===== config.mk =====
export PLATFORM = sky130hd
export DESIGN_NAME = mem_access_stage
export DESIGN_NICKNAME = d
export VERILOG_FILES = /design/src/rtl/mem_access_stage_pkg.sv /design/src/rtl/mem_access_stage.sv
export SDC_FILE = /design/constraint.sdc
export NUM_CORES = 1
export LEC_CHECK = 0
export ABC_CLOCK_PERIOD_IN_PS = 2400
export BUFFER_PORTS_ARGS = -buffer_cell sky130_fd_sc_hd__clkbuf_2
export CORE_AREA = 4 4 95 97
export DETAILED_ROUTE_END_ITERATION = 7
export DIE_AREA = 0 0 99 101
export PLACE_DENSITY_LB_ADDON = 0.2
export SYNTH_ARGS = -nofsm -noshare
export SYNTH_HDL_FRONTEND = slang
export SYNTH_SLANG_ARGS = --single-unit

===== constraint.sdc =====
create_clock -name clk -period 2.4 [get_ports clk]
set_clock_uncertainty 0.2 [all_clocks]
set_input_delay 0.24 -clock clk [delete_from_list [all_inputs] [get_ports clk]]
set_output_delay 0.24 -clock clk [all_outputs]
set_load 0.02 [all_outputs]

===== src/rtl/mem_access_stage_pkg.sv =====
// Shared pipeline definitions for the memory-access stage.
package mem_access_stage_pkg;

    localparam int ARQ_W = 16;

    typedef enum logic {
        IDLE = 1'b0,
        BUSY = 1'b1
    } mem_state_t;

endpackage


===== src/rtl/mem_access_stage.sv =====
// Memory stage: ALU passthrough plus one outstanding req/ack data-memory transaction.
import mem_access_stage_pkg::*;

module mem_access_stage #(
    parameter int ARQ     = ARQ_W,
    parameter int TIMEOUT = 16
) (
    input  logic           clk,
    input  logic           rst,
    input  logic           wb_enable_in,
    input  logic           rd_mem_en,
    input  logic           wr_mem_en,
    input  logic           pc_en_in,
    input  logic [ARQ-1:0] src1_in,
    input  logic [ARQ-1:0] srcdest_in,
    input  logic [ARQ-1:0] alu_result_in,
    output logic           mem_req,
    output logic           mem_we,
    output logic [ARQ-1:0] mem_addr,
    output logic [ARQ-1:0] mem_wdata,
    input  logic [ARQ-1:0] mem_rdata,
    input  logic           mem_ack,
    output logic           stall,
    output logic           wb_enable_out,
    output logic           pc_en_out,
    output logic [ARQ-1:0] wb_data_out,
    output logic [ARQ-1:0] srcdest_out,
    output logic           mem_err
);

    localparam logic [7:0] LAST_CNT = 8'(TIMEOUT - 1);

    mem_state_t     state_q, state_d;
    logic [7:0]     cnt_q, cnt_d;
    logic           req_q, req_d;
    logic           we_q, we_d;
    logic [ARQ-1:0] addr_q, addr_d;
    logic [ARQ-1:0] wdata_q, wdata_d;
    logic           lat_wb_q, lat_wb_d;
    logic           lat_pc_q, lat_pc_d;
    logic [ARQ-1:0] lat_sd_q, lat_sd_d;
    logic           wb_en_q, wb_en_d;
    logic           pc_en_q, pc_en_d;
    logic [ARQ-1:0] wb_data_q, wb_data_d;
    logic [ARQ-1:0] sd_q, sd_d;
    logic           err_q, err_d;

    logic is_mem, busy, timeout, done;

    assign is_mem  = rd_mem_en | wr_mem_en;
    assign busy    = (state_q == BUSY);
    assign timeout = busy & ~mem_ack & (cnt_q == LAST_CNT);
    assign done    = busy & (mem_ack | timeout);
    assign stall   = (~busy & is_mem) | (busy & ~done);

    always_comb begin
        state_d   = state_q;
        cnt_d     = cnt_q;
        req_d     = req_q;
        we_d      = we_q;
        addr_d    = addr_q;
        wdata_d   = wdata_q;
        lat_wb_d  = lat_wb_q;
        lat_pc_d  = lat_pc_q;
        lat_sd_d  = lat_sd_q;
        wb_en_d   = wb_en_q;
        pc_en_d   = pc_en_q;
        wb_data_d = wb_data_q;
        sd_d      = sd_q;
        err_d     = err_q;
        unique case (state_q)
            IDLE: begin
                if (is_mem) begin
                    // A simultaneous read+write request issues only the store.
                    state_d  = BUSY;
                    cnt_d    = '0;
                    req_d    = 1'b1;
                    we_d     = wr_mem_en;
                    addr_d   = alu_result_in;
                    wdata_d  = src1_in;
                    lat_wb_d = wb_enable_in;
                    lat_pc_d = pc_en_in;
                    lat_sd_d = srcdest_in;
                    wb_en_d  = 1'b0;
                    pc_en_d  = 1'b0;
                end else begin
                    wb_en_d   = wb_enable_in;
                    pc_en_d   = pc_en_in;
                    wb_data_d = alu_result_in;
                    sd_d      = srcdest_in;
                end
            end
            BUSY: begin
                if (done) begin
                    state_d   = IDLE;
                    req_d     = 1'b0;
                    wb_en_d   = lat_wb_q;
                    pc_en_d   = lat_pc_q;
                    sd_d      = lat_sd_q;
                    wb_data_d = we_q ? addr_q : (mem_ack ? mem_rdata : '0);
                    if (timeout) err_d = 1'b1;
                end else begin
                    cnt_d = cnt_q + 8'd1;
                end
            end
            default: state_d = IDLE;
        endcase
    end

    always_ff @(posedge clk) begin
        if (rst) begin
            state_q   <= IDLE;
            cnt_q     <= '0;
            req_q     <= 1'b0;
            we_q      <= 1'b0;
            addr_q    <= '0;
            wdata_q   <= '0;
            lat_wb_q  <= 1'b0;
            lat_pc_q  <= 1'b0;
            lat_sd_q  <= '0;
            wb_en_q   <= 1'b0;
            pc_en_q   <= 1'b0;
            wb_data_q <= '0;
            sd_q      <= '0;
            err_q     <= 1'b0;
        end else begin
            state_q   <= state_d;
            cnt_q     <= cnt_d;
            req_q     <= req_d;
            we_q      <= we_d;
            addr_q    <= addr_d;
            wdata_q   <= wdata_d;
            lat_wb_q  <= lat_wb_d;
            lat_pc_q  <= lat_pc_d;
            lat_sd_q  <= lat_sd_d;
            wb_en_q   <= wb_en_d;
            pc_en_q   <= pc_en_d;
            wb_data_q <= wb_data_d;
            sd_q      <= sd_d;
            err_q     <= err_d;
        end
    end

    assign mem_req       = req_q;
    assign mem_we        = we_q;
    assign mem_addr      = addr_q;
    assign mem_wdata     = wdata_q;
    assign wb_enable_out = wb_en_q;
    assign pc_en_out     = pc_en_q;
    assign wb_data_out   = wb_data_q;
    assign srcdest_out   = sd_q;
    assign mem_err       = err_q;

endmodule

==> flow_metrics.tcl, run 1 <==
set metrics [dict create \
    outcome "complete, no violations" \
    diodes 0 \
    worst_skew_pair.late_latency_ps 370 \
    critPathKind "flip-flop to primary output" \
    setup_viol 0 \
    synth-edff-count 0 \
    final_cell_mix "clkbuf_2 (139), nand2_1 (125), dfxtp_1 (94)" \
    vdd_drop_max_uv 305 \
    cts_inserted_buffers 9 \
    cpPeakStageDelay_ps 570 \
    chipHeight_um 101 \
    drc 0 \
    hold_ws_ps 43.9 \
    finalWirelength_um 11900 \
    grt_max_degree 40 \
    synthArstFlopShare_pct 0 \
    synth_nets 536 \
    clk_pin_slew_ps 90 \
    seq_area_um2 1920 \
    cts_buffer_depth 2 \
    start_util_pct 49.1 \
    worstPathMaxFanout 5 \
    start_kind "flip-flop" \
    fmax_ghz 0.434 \
    grt_use_total_pct 23.9 \
    cts_root_buf "clkbuf_8" \
    io_buffers 140 \
    netlist_area_um2 4000 \
    gp_congestion 0.857 \
    cts_sinks 96 \
    post_dp_cell_area_um2 4820 \
    fin_area_um2 5620 \
    wl_per_cell_um 15.7 \
    num_vias 4043 \
    rsz0062_at_grt "false" \
    grt_pass1_wl_um 19400 \
    period_minus_slack_ps 2300 \
    area_growth_pct 40.7 \
    max_cap_viol_count 0 \
    layout_commonest_cell "clkbuf_2" \
    dp_hpwl_um 7610 \
    yosys_warnings 0 \
    die-area_um2 10000 \
    power.density_nw_per_um2 666 \
    arrival_ps 1860 \
    cp_cell_sequence "or4b_4 -> o211ai_4 -> buf_12 -> inv_2 -> clkbuf_2" \
    finalHoldViolations 0 \
    synthFlopType "dfxtp_1" \
    slew_violations 0 \
    via_per_inst 5.33 \
    fp.coreArea_um2 8130 \
    final_util_pct 69.1 \
    antenna_left 0 \
    grt_pass1_vias 4109 \
    die_w_um 99 \
    hp-class "primary input to flip-flop" \
    nNetsFinal 720 \
    crit_required_ps 1960 \
    end_kind "primary output" \
    antenna_found_initial 0 \
    core.rowCount 33 \
    drive_gt1_share_pct 31.4 \
    fill_cells 666 \
    slew-limit-headroom_pct 39.6 \
    p_total_w 0.00374 \
    ys_types 41 \
    drt_iter0_markers 223 \
    p_leak_nw 2.44 \
    synth.avg_cell_area_um2 8.61 \
    syn_inst 464 \
    drt_first_pass_iters 4 \
    grt_overflow 0 \
    h-tree-depth 3 \
    ioPinCount 141 \
    slowest_stage "or4b_4" \
    ys_seq_area_share_pct 48.1 \
    yosys_register_bits 96 \
    cts_tree "built" \
    multi_input_area_um2 1900 \
    period_share_pct 96.0 \
    worst_slew_pin_slew_ps 903 \
    fin_setup_tns_ps 0 \
]
## what timing repair did
item	CTS	global route
endpoints found under the setup margin	1	2
cloned	2	0
pin swaps	0	1
hold endpoints to repair	59	0
resized for setup	0	2
hold buffers	50	0
setup buffers	0	3
## critical path, delay by kind of cell, from the launching register on
kind,cells,cell delay (ps)
AO/OA/AOI/OAI,1,250
buffers and inverters,3,310
flip-flops,1,360
AND/OR/NAND/NOR,1,570
## final timing paths
kind,slack (ps),startpoint,depth (start not counted),endpoint
max reg2reg,170,cnt_q[7],5,wb_data_out[15]
max,100,cnt_q[7],5,stall
min,40,wr_mem_en,3,mem_we
min reg2reg,260,mem_wdata[15],2,mem_wdata[15]
## registers in the layout (all words and copies together), names as in the netlist, 8 cells and up
register,count
cnt_q,8
lat_sd_q,16
mem_addr,16
mem_wdata,16
srcdest_out,16
wb_data_out,16
## metal layers
layer	part of all wire [%]	GRT usage, %	routed length (um)
met5	0	0	0
met4	1.3	8.72	154
met3	7.1	4.57	844
met2	52	43.2	6240
met1	39	28.1	4660
## logic make-up after synthesis
| group | synth area share [%] |
|---|---|
| simple gates | 19.3 |
| compound gates | 22.9 |
| flops | 48.1 |
| buf+inv | 4.85 |
| mux | 4.51 |
| fa+ha+maj | 0.313 |
## layout make-up
class	instances	share of cell area, %
sequential	96	34.2
clock buffer	10	2.45
tap	105	2.34
clock inverter	6	1.34
timing repair buffer	210	25.6
multi-input combinational	327	33.8
inverter	4	0.267
## where the power goes
part / internal, W / total (W) / switching (W)
registers: 0.00171 / 0.00178 / 0.0000700
logic: 0.000352 / 0.000833 / 0.000481
clock network: 0.000527 / 0.00113 / 0.000608
## Yosys cell counts (2+ instances only)
| cell | instances | area [um2] |
|---|---|---|
| buf_6 | 3 | 33.8 |
| a211oi_2 | 10 | 125 |
| a221oi_1 | 16 | 140 |
| o21ai_0 | 3 | 15.0 |
| a222oi_1 | 2 | 20.0 |
| buf_2 | 2 | 10.0 |
| nand2_1 | 125 | 469 |
| nor2_1 | 44 | 165 |
| nor3_1 | 4 | 20.0 |
| mux2i_1 | 18 | 180 |
| nand2b_1 | 2 | 12.5 |
| buf_4 | 4 | 30.0 |
| clkbuf_1 | 27 | 101 |
| o32ai_1 | 7 | 61.3 |
| a211oi_1 | 6 | 45.0 |
| a31oi_1 | 3 | 18.8 |
| o32ai_2 | 9 | 146 |
| nand3_1 | 4 | 20.0 |
| inv_2 | 2 | 7.51 |
| a21oi_1 | 57 | 285 |
| dfxtp_1 | 96 | 1920 |
## metrics by stage
step / std cells / setup slack (ps)
3_5_place_dp: 687 / 229
5_1_grt: 758 / 51.2
2_1_floorplan: 464 / 512
3_3_place_gp: 687 / 302
6_report: 758 / 97.1
4_1_cts: 755 / 11.4
Power figures use the tool's default switching activity.
==> inputs of run 2 (changes only) <==
--- a/config.mk
+++ b/config.mk
@@ -7,9 +7,10 @@
 export LEC_CHECK = 0
 export ABC_CLOCK_PERIOD_IN_PS = 2400
 export BUFFER_PORTS_ARGS = -buffer_cell sky130_fd_sc_hd__clkbuf_2
-export CORE_AREA = 4 4 95 97
+export CORE_AREA = 4 4 94 96
+export CTS_BUF_LIST = sky130_fd_sc_hd__clkbuf_2
 export DETAILED_ROUTE_END_ITERATION = 7
-export DIE_AREA = 0 0 99 101
+export DIE_AREA = 0 0 98 100
 export PLACE_DENSITY_LB_ADDON = 0.2
 export SYNTH_ARGS = -nofsm -noshare
 export SYNTH_HDL_FRONTEND = slang
==> run 2 against run 1 <==
  * Via count rose by 4.7%
  * Count of clock-buffer cells in the layout down 1
  * Total power down 7.3%
  * Register-to-register slack got worse by 20 ps
  * Sequential cell count is the same
  * First-iteration DRC count down 8.5%
  * Final area is 2.8% higher
  * Critical path depth down 1
  * Highest routed layer unchanged
  * Combinational power up 2.4%
  * Final cell count rose by 3.4%
  * Sequential power about the same
  * Critical path type unchanged
  * Largest power group unchanged
  * Clock power shrank 26%
==> flow_metrics.tcl, run 2 (same netlist as run 1, synthesis figures left out) <==
set metrics [dict create \
    seq_area_um2 1930 \
    ioPinCount 141 \
    grt_use_total_pct 25.7 \
    hp-class "primary input to flip-flop" \
    max_cap_viol_count 0 \
    dp_slack_ps 265 \
    area_growth_pct 44.6 \
    multi_input_area_um2 1900 \
    drive_gt1_share_pct 29.5 \
    post_dp_cell_area_um2 4790 \
    wl_per_cell_um 16.0 \
    io_buffers 140 \
    setup_slack_ps 82.0 \
    fin_cells 784 \
    setup_viol 0 \
    cp_cell_sequence "or4b_4 -> o211ai_4 -> inv_2 -> buf_6" \
    p_leak_nw 2.53 \
    slew_violations 0 \
    crit_required_ps 1960 \
    slowest_stage "or4b_4" \
    grt_pass1_wl_um 20500 \
    min_path_cells 4 \
    rsz0062_at_grt "true" \
    worst_skew_pair.late_latency_ps 520 \
    core.rowCount 33 \
    start_util_pct 49.6 \
    period_share_pct 96.6 \
    h-tree-depth 3 \
    fmax_ghz 0.431 \
    die-area_um2 9800 \
    chipHeight_um 100 \
    layout_commonest_cell "clkbuf_2" \
    end_kind "primary output" \
    gp_congestion 0.858 \
    via_per_inst 5.40 \
    clk_pin_slew_ps 240 \
    cts_sinks 96 \
    grt_max_degree 53 \
    dp_hpwl_um 7520 \
    final_cell_mix "clkbuf_2 (147), nand2_1 (125), dfxtp_1 (92)" \
    cts_buffer_depth 2 \
    antenna_left 0 \
    grt_pass1_vias 4240 \
    fin_area_um2 5780 \
    fp.coreArea_um2 8050 \
    placed_cells 683 \
    critPathKind "flip-flop to primary output" \
    hold_ws_ps 104 \
    finalWirelength_um 12500 \
    power.density_nw_per_um2 600 \
    arrival_ps 1880 \
    grt_overflow 0 \
    die_w_um 98 \
    cpPeakStageDelay_ps 560 \
    reg2reg_depth 6 \
    antenna_found_initial 0 \
    cts_inserted_buffers 9 \
    period_minus_slack_ps 2320 \
    diodes 0 \
    vdd_drop_max_uv 300 \
    fill_cells 622 \
    outcome "complete, no violations" \
    drt_first_pass_iters 5 \
    drc 0 \
    drt_iter0_markers 204 \
    finalHoldViolations 0 \
    num_vias 4233 \
    cts_root_buf "clkbuf_2" \
    start_kind "flip-flop" \
    slew-limit-headroom_pct 16.9 \
    worstPathMaxFanout 8 \
    nNetsFinal 748 \
    worst_slew_pin_slew_ps 1240 \
    p_total_w 0.00347 \
    cts_tree "built" \
]
run 2: repair_timing:
action,in CTS,in global routing
gates resized for setup,1,7
pin swaps,1,2
buffers inserted,1,5
setup endpoints to repair,1,1
hold endpoints to repair,89,0
hold buffers,81,0
run 2: final timing paths:
kind / startpoint / endpoint / slack, ps
max: cnt_q[5] / stall / 80
min reg2reg: mem_err / mem_err / 260
max reg2reg: cnt_q[5] / wb_data_out[1] / 150
min: rd_mem_en / pc_en_out / 100
run 2: layout make-up:
cell class / instances / share of cell area [%]
Sequential cell: 96 / 33.4
Multi-Input combinational cell: 327 / 32.8
Timing Repair Buffer: 238 / 29.1
Tap cell: 105 / 2.27
Clock inverter: 5 / 1.28
Clock buffer: 9 / 0.780
Inverter: 4 / 0.260
run 2: power breakdown:
group	internal, W	switching (W)
clock network	0.000327	0.000509
registers	0.00171	0.0000702
logic	0.000361	0.000491
total	0.00240	0.00107
run 2: through the flow:
stage	util [%]	TNS, ps
after global routing	71.8	-11.3
final	71.8	0
after detailed placement	59.5	0
after global placement	59.5	0
after CTS	71.1	0
after floorplan	-	0
run 2: metal layers:
metal / wire length, um / track usage [%] / vias up
met5: 0 / 0 / -
met4: 210 / 9.16 / 0
li1: - / - / 2042
met3: 999 / 7.37 / 23
met1: 4940 / 30.9 / 1985
met2: 6360 / 43.9 / 183
run 2: worst max-delay path: cells and delay by family, from the launching register on:
kind,cells,cell delay (ps)
buffers and inverters,2,190
AOI/OAI and AO/OA,1,200
DFF,1,410
and+or+nand+nor,1,560
